$ cat src/rtl/pooling_pkg.sv
// Shared types and constants for the 2x2 pooling job controller.
package pooling_pkg;

    localparam int unsigned DIM_W_DEF  = 8;
    localparam int unsigned ADDR_W_DEF = 14;
    localparam int unsigned POOL_LAT   = 2;

    typedef enum logic [1:0] {
        IDLE  = 2'd0,
        ISSUE = 2'd1,
        DRAIN = 2'd2,
        DONE  = 2'd3
    } state_e;

endpackage

$ cat src/rtl/pool_window_counter.sv
// Nested row/column window counter: column wraps into row, last flags the final window.
module pool_window_counter #(
    parameter int unsigned CNT_W = 7
) (
    input  logic             clk,
    input  logic             nrst,
    input  logic             clr_i,
    input  logic             inc_i,
    input  logic [CNT_W-1:0] col_max_i,
    input  logic [CNT_W-1:0] row_max_i,
    output logic [CNT_W-1:0] row_o,
    output logic [CNT_W-1:0] col_o,
    output logic             last_c_o
);

    logic [CNT_W-1:0] row_q, row_d;
    logic [CNT_W-1:0] col_q, col_d;

    always_comb begin
        row_d = row_q;
        col_d = col_q;
        if (clr_i) begin
            row_d = '0;
            col_d = '0;
        end else if (inc_i) begin
            if (col_q == col_max_i) begin
                col_d = '0;
                row_d = (row_q == row_max_i) ? '0 : row_q + CNT_W'(1);
            end else begin
                col_d = col_q + CNT_W'(1);
            end
        end
    end

    always_ff @(posedge clk or negedge nrst) begin
        if (!nrst) begin
            row_q <= '0;
            col_q <= '0;
        end else begin
            row_q <= row_d;
            col_q <= col_d;
        end
    end

    assign row_o    = row_q;
    assign col_o    = col_q;
    assign last_c_o = (col_q == col_max_i) && (row_q == row_max_i);

endmodule

$ cat src/rtl/pooling_controller.sv
// Sequences 2x2 window fetches for a pooling datapath and issues the
// matching output writes a fixed pipeline latency later.
module pooling_controller
    import pooling_pkg::*;
#(
    parameter int unsigned DIM_W  = DIM_W_DEF,
    parameter int unsigned ADDR_W = ADDR_W_DEF
) (
    input  logic              clk,
    input  logic              nrst,
    input  logic              start,
    input  logic              mode,
    input  logic [DIM_W-1:0]  in_rows,
    input  logic [DIM_W-1:0]  in_cols,
    output logic              rd_req,
    output logic [DIM_W-1:0]  rd_row,
    output logic [DIM_W-1:0]  rd_col,
    input  logic              rd_valid,
    output logic              start_pool,
    output logic              ctrl_pool,
    output logic              wr_en,
    output logic [ADDR_W-1:0] wr_addr,
    output logic              busy,
    output logic              done,
    output logic              cfg_err
);

    localparam int unsigned CNT_W = DIM_W - 1;
    localparam int unsigned DRN_W = (POOL_LAT > 1) ? $clog2(POOL_LAT) : 1;

    state_e            state_q, state_d;
    logic [DRN_W-1:0]  drn_q, drn_d;
    logic [CNT_W-1:0]  row_max_q, col_max_q;
    logic [CNT_W-1:0]  win_row, win_col;
    logic              win_last;
    logic              mode_q;
    logic              cfg_err_q;
    logic [ADDR_W-1:0] idx_q;
    logic              vld_q  [POOL_LAT];
    logic [ADDR_W-1:0] addr_q [POOL_LAT];

    logic dims_ok;
    logic job_accept;
    logic cfg_reject;
    logic win_accept;

    assign dims_ok    = (in_rows >= DIM_W'(2)) && (in_cols >= DIM_W'(2));
    assign job_accept = start && (state_q == IDLE) && dims_ok;
    assign cfg_reject = start && (state_q == IDLE) && !dims_ok;
    assign win_accept = rd_valid && (state_q == ISSUE);

    always_ff @(posedge clk or negedge nrst) begin
        if (!nrst) begin
            state_q <= IDLE;
            drn_q   <= '0;
        end else begin
            state_q <= state_d;
            drn_q   <= drn_d;
        end
    end

    always_comb begin
        state_d = state_q;
        drn_d   = '0;
        case (state_q)
            IDLE: begin
                if (job_accept) state_d = ISSUE;
            end
            ISSUE: begin
                if (win_accept && win_last) state_d = DRAIN;
            end
            DRAIN: begin
                drn_d = drn_q + DRN_W'(1);
                if (drn_q == DRN_W'(POOL_LAT - 1)) state_d = DONE;
            end
            DONE: begin
                state_d = IDLE;
            end
            default: state_d = IDLE;
        endcase
    end

    always_comb begin
        rd_req = 1'b0;
        busy   = 1'b1;
        done   = 1'b0;
        case (state_q)
            IDLE:    busy   = 1'b0;
            ISSUE:   rd_req = 1'b1;
            DONE:    done   = 1'b1;
            default: ;
        endcase
    end

    // Job configuration is frozen at accept; window limits are stored as max indices.
    always_ff @(posedge clk or negedge nrst) begin
        if (!nrst) begin
            row_max_q <= '0;
            col_max_q <= '0;
            mode_q    <= 1'b0;
            cfg_err_q <= 1'b0;
        end else begin
            cfg_err_q <= cfg_reject;
            if (job_accept) begin
                row_max_q <= CNT_W'(in_rows >> 1) - CNT_W'(1);
                col_max_q <= CNT_W'(in_cols >> 1) - CNT_W'(1);
                mode_q    <= mode;
            end
        end
    end

    pool_window_counter #(
        .CNT_W (CNT_W)
    ) u_win_cnt (
        .clk       (clk),
        .nrst      (nrst),
        .clr_i     (job_accept),
        .inc_i     (win_accept),
        .col_max_i (col_max_q),
        .row_max_i (row_max_q),
        .row_o     (win_row),
        .col_o     (win_col),
        .last_c_o  (win_last)
    );

    always_ff @(posedge clk or negedge nrst) begin
        if (!nrst) begin
            idx_q <= '0;
        end else if (job_accept) begin
            idx_q <= '0;
        end else if (win_accept) begin
            idx_q <= idx_q + ADDR_W'(1);
        end
    end

    // Write latency pipeline runs regardless of FSM state so the tail drains during DRAIN.
    always_ff @(posedge clk or negedge nrst) begin
        if (!nrst) begin
            for (int unsigned i = 0; i < POOL_LAT; i++) begin
                vld_q[i]  <= 1'b0;
                addr_q[i] <= '0;
            end
        end else begin
            vld_q[0] <= win_accept;
            if (win_accept) addr_q[0] <= idx_q;
            for (int unsigned i = 1; i < POOL_LAT; i++) begin
                vld_q[i] <= vld_q[i-1];
                if (vld_q[i-1]) addr_q[i] <= addr_q[i-1];
            end
        end
    end

    assign rd_row     = {win_row, 1'b0};
    assign rd_col     = {win_col, 1'b0};
    assign start_pool = win_accept;
    assign ctrl_pool  = mode_q;
    assign wr_en      = vld_q[POOL_LAT-1];
    assign wr_addr    = addr_q[POOL_LAT-1];
    assign cfg_err    = cfg_err_q;

endmodule
$ cat config.mk
export PLATFORM = sky130hd
export DESIGN_NAME = pooling_controller
export DESIGN_NICKNAME = d
export VERILOG_FILES = /design/src/rtl/pooling_pkg.sv /design/src/rtl/pool_window_counter.sv /design/src/rtl/pooling_controller.sv
export SDC_FILE = /design/constraint.sdc
export NUM_CORES = 1
export LEC_CHECK = 0
export ABC_AREA = 1
export CELL_PAD_IN_SITES_DETAIL_PLACEMENT = 1
export CELL_PAD_IN_SITES_GLOBAL_PLACEMENT = 2
export CORE_MARGIN = 2
export CORE_UTILIZATION = 33
export DETAILED_ROUTE_END_ITERATION = 8
export GPL_TIMING_DRIVEN = 1
export PLACE_DENSITY = 0.91
export SYNTH_ARGS = -nofsm -noshare
export SYNTH_HDL_FRONTEND = slang
export SYNTH_HIERARCHICAL = 1
export SYNTH_SLANG_ARGS = --single-unit
$ cat constraint.sdc
create_clock -name clk -period 2.5 [get_ports clk]
set_input_delay 0.5 -clock clk [delete_from_list [all_inputs] [get_ports clk]]
set_output_delay 0.5 -clock clk [all_outputs]
set_load 0.05 [all_outputs]
==> flow_metrics.py, run 1 <==
metrics = {
    "die": {
        "core-area_mm2": 0.0120,
        "start_util_pct": 33.8,
        "die_height_um": 115,
        "io_pins": 58,
        "fp.dieW_um": 115,
        "die_area_mm2": 0.0132,
        "rows": 40,
    },
    "cts": {
        "cts_sinks": 77,
        "cts_buffer_depth": 2,
        "clk_latency_ns": 0.35,
        "root_buffer": "clkbuf_16",
        "cts_buffers": 9,
        "cts_tree": "done",
        "htree_levels": 3,
        "clk_pin_slew_ns": 0.06,
        "cts_setup_buffers": 0,
    },
    "sta": {
        "hold-worst-slack_ns": 0.143,
        "min_period_over_period_pct": 89.0,
        "post-route-min-period_ns": 2.23,
        "relSlewSlack_pct": 55.3,
        "rsz0062_at_grt": "false",
        "worst_pin_slew_ns": 0.671,
        "hold_viol": 0,
        "fin_setup_tns_ns": 0,
        "finClkSkew_ns": 0.00877,
        "drv_slew": 0,
        "clock.fmax_mhz": 449,
        "setup_viol": 0,
    },
    "drt": {
        "firstDrtPassIters": 4,
        "via_per_inst": 4.67,
        "antenna_left": 0,
        "routedWlPerCell_um": 14.0,
        "drtIter0Drc": 81,
        "wl_um": 9520,
        "remaining_drc_errors": 0,
        "num_vias": 3163,
    },
    "layout": {
        "nets": 557,
        "area_growth_pct": 22.4,
        "final_common_cell": "nand2_1",
        "layout-drive-gt1-share_pct": 12.6,
        "mostFrequentLayoutCells": "nand2_1 (148), dfrtp_1 (77), inv_1 (52)",
        "n_antenna_cell": 0,
    },
    "setup_path": {
        "reg2regPathDepth": 13,
        "crit_slowest_cell": "clkdlybuf4s50_1",
        "cpPeakStageDelay_ns": 0.80,
        "path_cells": "ha_1 > clkdlybuf4s50_1",
        "r2r-end": "u_win_cnt/col_o[6]",
        "worstPathArrival_ns": 1.73,
        "critical_path.top_delay_family": "buffers and inverters",
        "cp_max_fo": 4,
        "worst_r2r_startpoint": "state_q[0]",
        "cp.depth": 2,
        "r2r_slack_ns": 0.42,
        "crit_path_start": "state_q[1]",
        "crit_buf_inv": 1,
        "crit_type": "flip-flop to primary output",
        "critPathLaunchType": "flip-flop",
        "endpoint": "done",
        "cp-end-kind": "primary output",
        "required_ns": 2.00,
    },
    "place": {
        "port_buffers": 53,
        "place_congestion": 0.768,
        "post-dp-hpwl_um": 6850,
    },
    "synthesis": {
        "synthFlopType": "dfrtp_1",
        "yosysTopAreaCellShare_pct": 47.5,
        "synth-edff-count": 0,
        "synth_warnings": 6,
        "yosysTopAreaCell": "dfrtp_1",
        "syn-cell-area_mm2": 0.00406,
        "yosysSeqAreaShare_pct": 47.5,
        "synth_area_leaders": "dfrtp_1 (47%), nand2_1 (14%), inv_1 (4.8%)",
        "synth_cell_type_count": 35,
        "netlist_instances": 479,
        "avgSynthCellArea_um2": 8.48,
        "async_flop_share_pct": 100,
        "ys_seq_elements": 77,
    },
    "power": {
        "switching_share_pct": 41.7,
        "p_sw_w": 0.00217,
        "clock_power_share_pct": 26.3,
        "power_frac_comb_pct": 38.8,
        "power_density_mw_per_mm2": 1050,
        "power.internal_w": 0.00303,
        "total_power_w": 0.00520,
        "max-vdd-ir-drop_v": 0.000575,
        "p_seq_share_pct": 35.0,
        "leakagePower_nw": 2.45,
    },
    "status": {
        "status": "complete, no violations",
    },
    "global_routing": {
        "grt-ovfl-total": 0,
        "grt_pass1_wl_um": 16300,
        "antenna_found_initial": 0,
        "grt_max_degree": 40,
        "grt_pass1_vias": 3394,
        "grtUsageTotal_pct": 15.6,
    },
    "hold_path": {
        "hold_path_class": "primary input to async pin",
    },
    "run": {
        "drv_cap": 0,
    },
}
## Yosys cell counts, types with 2 or more instances
| library cell | count |
|---|---|
| nand2_1 | 148 |
| dfrtp_1 | 77 |
| inv_1 | 52 |
| nor2_1 | 40 |
| o21ai_0 | 20 |
| buf_4 | 18 |
| nand3_1 | 16 |
| mux2_2 | 14 |
| xor2_1 | 14 |
| ha_1 | 10 |
| xnor2_1 | 10 |
| o21ai_1 | 8 |
| inv_2 | 7 |
| nand4_1 | 6 |
| nand2_2 | 5 |
| buf_6 | 4 |
| nor3_1 | 4 |
| nand3_2 | 3 |
| nor2_2 | 3 |
| nor3_2 | 3 |
| clkbuf_1 | 2 |
| or2_2 | 2 |
## routing by layer
layer / wire [µm] / track usage [%]
met1: 4520 / 19.8
met2: 4600 / 26.0
met3: 219 / 2.74
met4: 177 / 6.75
met5: 0 / 0
## final cells by class
class | instances | area, µm²
multi-input cells | 319 | 1720
clock inverters | 7 | 80.1
clock buffers | 9 | 225
flip-flops and latches | 77 | 1930
fillers | 1454 | 7040
repair buffers | 60 | 608
well taps | 147 | 184
inverters | 59 | 221
## power groups by stage
stage,registers [W],logic [W],clock network [W]
4_1_cts,0.00183,0.00205,0.00140
6_report,0.00182,0.00202,0.00137
5_1_grt,0.00187,0.00224,0.00145
3_5_place_dp,0.00184,0.00203,0
3_3_place_gp,0.00182,0.00196,0
2_1_floorplan,0.00200,0.00128,0
## worst min path at each step
stage                              end  slack [ns]  depth (start not counted)
floorplan                   addr_q[14]        0.20                          0
global placement                 drn_q        0.41                          1
CTS                 u_win_cnt/row_o[6]        0.16                          1
detailed placement               drn_q        0.42                          1
global route        u_win_cnt/row_o[6]        0.18                          1
finish              u_win_cnt/row_o[1]        0.14                          1
## registers in the layout, indices dropped and copies added (netlist names)
register	count
addr_q	14
idx_q	14
wr_addr	14
col_max_q	7
row_max_q	7
u_win_cnt/col_o	7
u_win_cnt/row_o	7
state_q	2
cfg_err	1
ctrl_pool	1
drn_q	1
vld_q	1
wr_en	1
## logic make-up after synthesis
family | count (synthesis) | share of synthesized area [%]
and+or+nand+nor | 234 | 25.1
buffers and inverters | 84 | 10.2
DFF | 77 | 47.5
AOI/OAI and AO/OA | 35 | 5.05
xor gates and xnor gates | 24 | 5.18
muxes | 14 | 3.88
adders and majority gates | 10 | 3.08
other | 1 | 0.0924
## worst reg2reg max path, delay by kind of cell (launching register included)
family	cells	cell delay [ns]
xor+xnor	1	0.15
fa+ha+maj	1	0.25
buf+inv	4	0.33
flops	1	0.40
simple gates	7	0.81
## what timing repair did
action | in CTS | in global routing
gates resized for setup | 0 | 2
hold buffers | 0 | 0
setup endpoints to repair | 0 | 2
## through the flow
stage	instance area, µm²	worst slack, ns	std cells	util [%]
global route	4970	0.156	678	41.4
CTS	4960	0.0192	678	41.3
detailed placement	4660	0.0116	662	38.8
global placement	4660	0.0851	662	38.8
finish	4970	0.275	678	41.4
floorplan	4060	0.0728	480	-
Note: power is estimated with default switching activity, not from simulation.
==> run 2: changes to the inputs <==
==> constraint.sdc (replaced) <==
create_clock -name clk -period 2.3 [get_ports clk]
set_input_delay 0.46 -clock clk [delete_from_list [all_inputs] [get_ports clk]]
set_output_delay 0.46 -clock clk [all_outputs]
set_load 0.05 [all_outputs]
==> run 2 against run 1 <==
  * Clock-buffer cell count grew 1
  * Combinational power rose by 11%
  * Hold slack worse by 0.059 ns
  * Power up 8.5%
  * Cell count is 1.0% higher
==> flow_metrics.py, run 2 (synthesis gave the netlist of run 1 again) <==
metrics = {
    "place": {
        "post-dp-hpwl_um": 7300,
        "port_buffers": 53,
        "place_congestion": 0.795,
        "place_area_mm2": 0.00471,
        "place_worst_setup_slack_ns": -0.00929,
    },
    "global_routing": {
        "antenna_found_initial": 0,
        "grt_pass1_wl_um": 17100,
        "grt_max_degree": 44,
        "grt-ovfl-total": 0,
        "grt_pass1_vias": 3583,
        "grtUsageTotal_pct": 16.3,
    },
    "drt": {
        "wl_um": 9800,
        "routedWlPerCell_um": 14.3,
        "num_vias": 3221,
        "remaining_drc_errors": 0,
        "firstDrtPassIters": 4,
        "drtIter0Drc": 131,
        "antenna_left": 0,
        "via_per_inst": 4.70,
    },
    "run": {
        "drv_cap": 0,
    },
    "setup_path": {
        "worstPathArrival_ns": 1.71,
        "crit_type": "flip-flop to primary output",
        "cpPeakStageDelay_ns": 0.80,
        "crit_buf_inv": 1,
        "cp-end-kind": "primary output",
        "crit_slowest_cell": "clkdlybuf4s50_1",
        "critPathLaunchType": "flip-flop",
        "required_ns": 1.84,
        "critical_path.top_delay_family": "buffers and inverters",
        "cp_max_fo": 4,
        "path_cells": "ha_1 > clkdlybuf4s50_1",
    },
    "cts": {
        "cts_resized": 0,
        "cts_buffer_depth": 2,
        "cts_setup_buffers": 0,
        "cts_hold_buf": 0,
        "htree_levels": 3,
        "cts_sinks": 77,
        "cts_buffers": 9,
        "clk_pin_slew_ns": 0.06,
        "cts_tree": "done",
        "clk_latency_ns": 0.33,
        "root_buffer": "clkbuf_16",
    },
    "hold_path": {
        "hold_path_class": "primary input to async pin",
    },
    "layout": {
        "n_antenna_cell": 0,
        "mostFrequentLayoutCells": "nand2_1 (148), dfrtp_1 (77), inv_1 (52)",
        "nets": 564,
        "design_area_mm2": 0.00501,
        "layout-drive-gt1-share_pct": 14.1,
        "fin_util_pct": 41.7,
        "area_growth_pct": 23.3,
        "final_common_cell": "nand2_1",
    },
    "power": {
        "total_power_w": 0.00564,
        "power_density_mw_per_mm2": 1130,
        "leakagePower_nw": 2.45,
        "max-vdd-ir-drop_v": 0.000597,
    },
    "die": {
        "die_height_um": 115,
        "io_pins": 58,
        "die_area_mm2": 0.0132,
        "fp.dieW_um": 115,
        "rows": 40,
        "core-area_mm2": 0.0120,
        "start_util_pct": 33.8,
    },
    "sta": {
        "rsz0062_at_grt": "false",
        "worst_pin_slew_ns": 0.697,
        "drv_slew": 0,
        "clock.fmax_mhz": 462,
        "setup_slack_ns": 0.134,
        "post-route-min-period_ns": 2.17,
        "fin_setup_tns_ns": 0,
        "finClkSkew_ns": 0.00681,
        "setup_viol": 0,
        "relSlewSlack_pct": 53.6,
        "min_period_over_period_pct": 94.2,
        "hold_viol": 0,
    },
    "status": {
        "status": "complete, no violations",
    },
}
-- run 2: cell types whose count changed in the layout (fill, tap and decap cells not counted) --
cell / change
clkinvlp_4: +2
ha_2: +1
inv_6: -1
ha_1: -1
dlymetal6s2s_1: -2
inv_8: -1
clkinv_2: -1
clkbuf_1: +1
buf_4: +9
-- run 2: path summary, 6_finish.rpt --
kind / slack (ns) / from / to / cells past startpoint
min in group clk: 0.43 / drn_q / drn_q / 1
setup reg to reg: 0.33 / state_q[0] / u_win_cnt/col_o[4] / 12
max in group asynchronous: 1.61 / nrst / idx_q[8] / 2
hold / removal: 0.08 / nrst / u_win_cnt/row_o[1] / 1
hold reg to reg: 0.43 / drn_q / drn_q / 1
setup / recovery: 0.13 / state_q[0] / done / 2
-- run 2: stage by stage --
| step | hold slack [ns] | cells |
|---|---|---|
| 2_1_floorplan | 0.164 | 480 |
| 3_3_place_gp | 0.406 | 669 |
| 3_5_place_dp | 0.417 | 669 |
| 4_1_cts | 0.0997 | 685 |
| 5_1_grt | 0.116 | 685 |
| 6_report | 0.0832 | 685 |
-- run 2: worst register-to-register path, cell delays in order (launching register included) --
cell	delay [ns]
dfrtp_1	0.41
inv_1	0.10
ha_1	0.25
nand2_1	0.14
inv_1	0.08
nand3_4	0.09
inv_2	0.04
nor2_1	0.21
inv_2	0.06
buf_4	0.15
nand2_2	0.17
nand2_1	0.10
nor2_1	0.11
-- run 2: area by class of cell --
type                            instances  area (µm²)
Sequential cell                        77        1930
Multi-Input combinational cell        319        1730
Clock buffer                           10         229
Timing Repair Buffer                   67         651
Fill cell                            1449        7000
Tap cell                              147         184
Clock inverter                          6        70.1
Inverter                               59         221
-- run 2: layer usage --
layer / track usage, % / vias to the layer above / wire, µm
li1: - / 1586 / -
met5: 0 / - / 0
met4: 5.94 / 0 / 154
met3: 2.69 / 12 / 233
met1: 21.6 / 1575 / 4630
met2: 26.9 / 48 / 4780
-- run 2: where the power goes --
group,internal [W],switching (W)
Sequential,0.00165,0.000325
Combinational,0.000799,0.00144
Clock,0.000848,0.000580
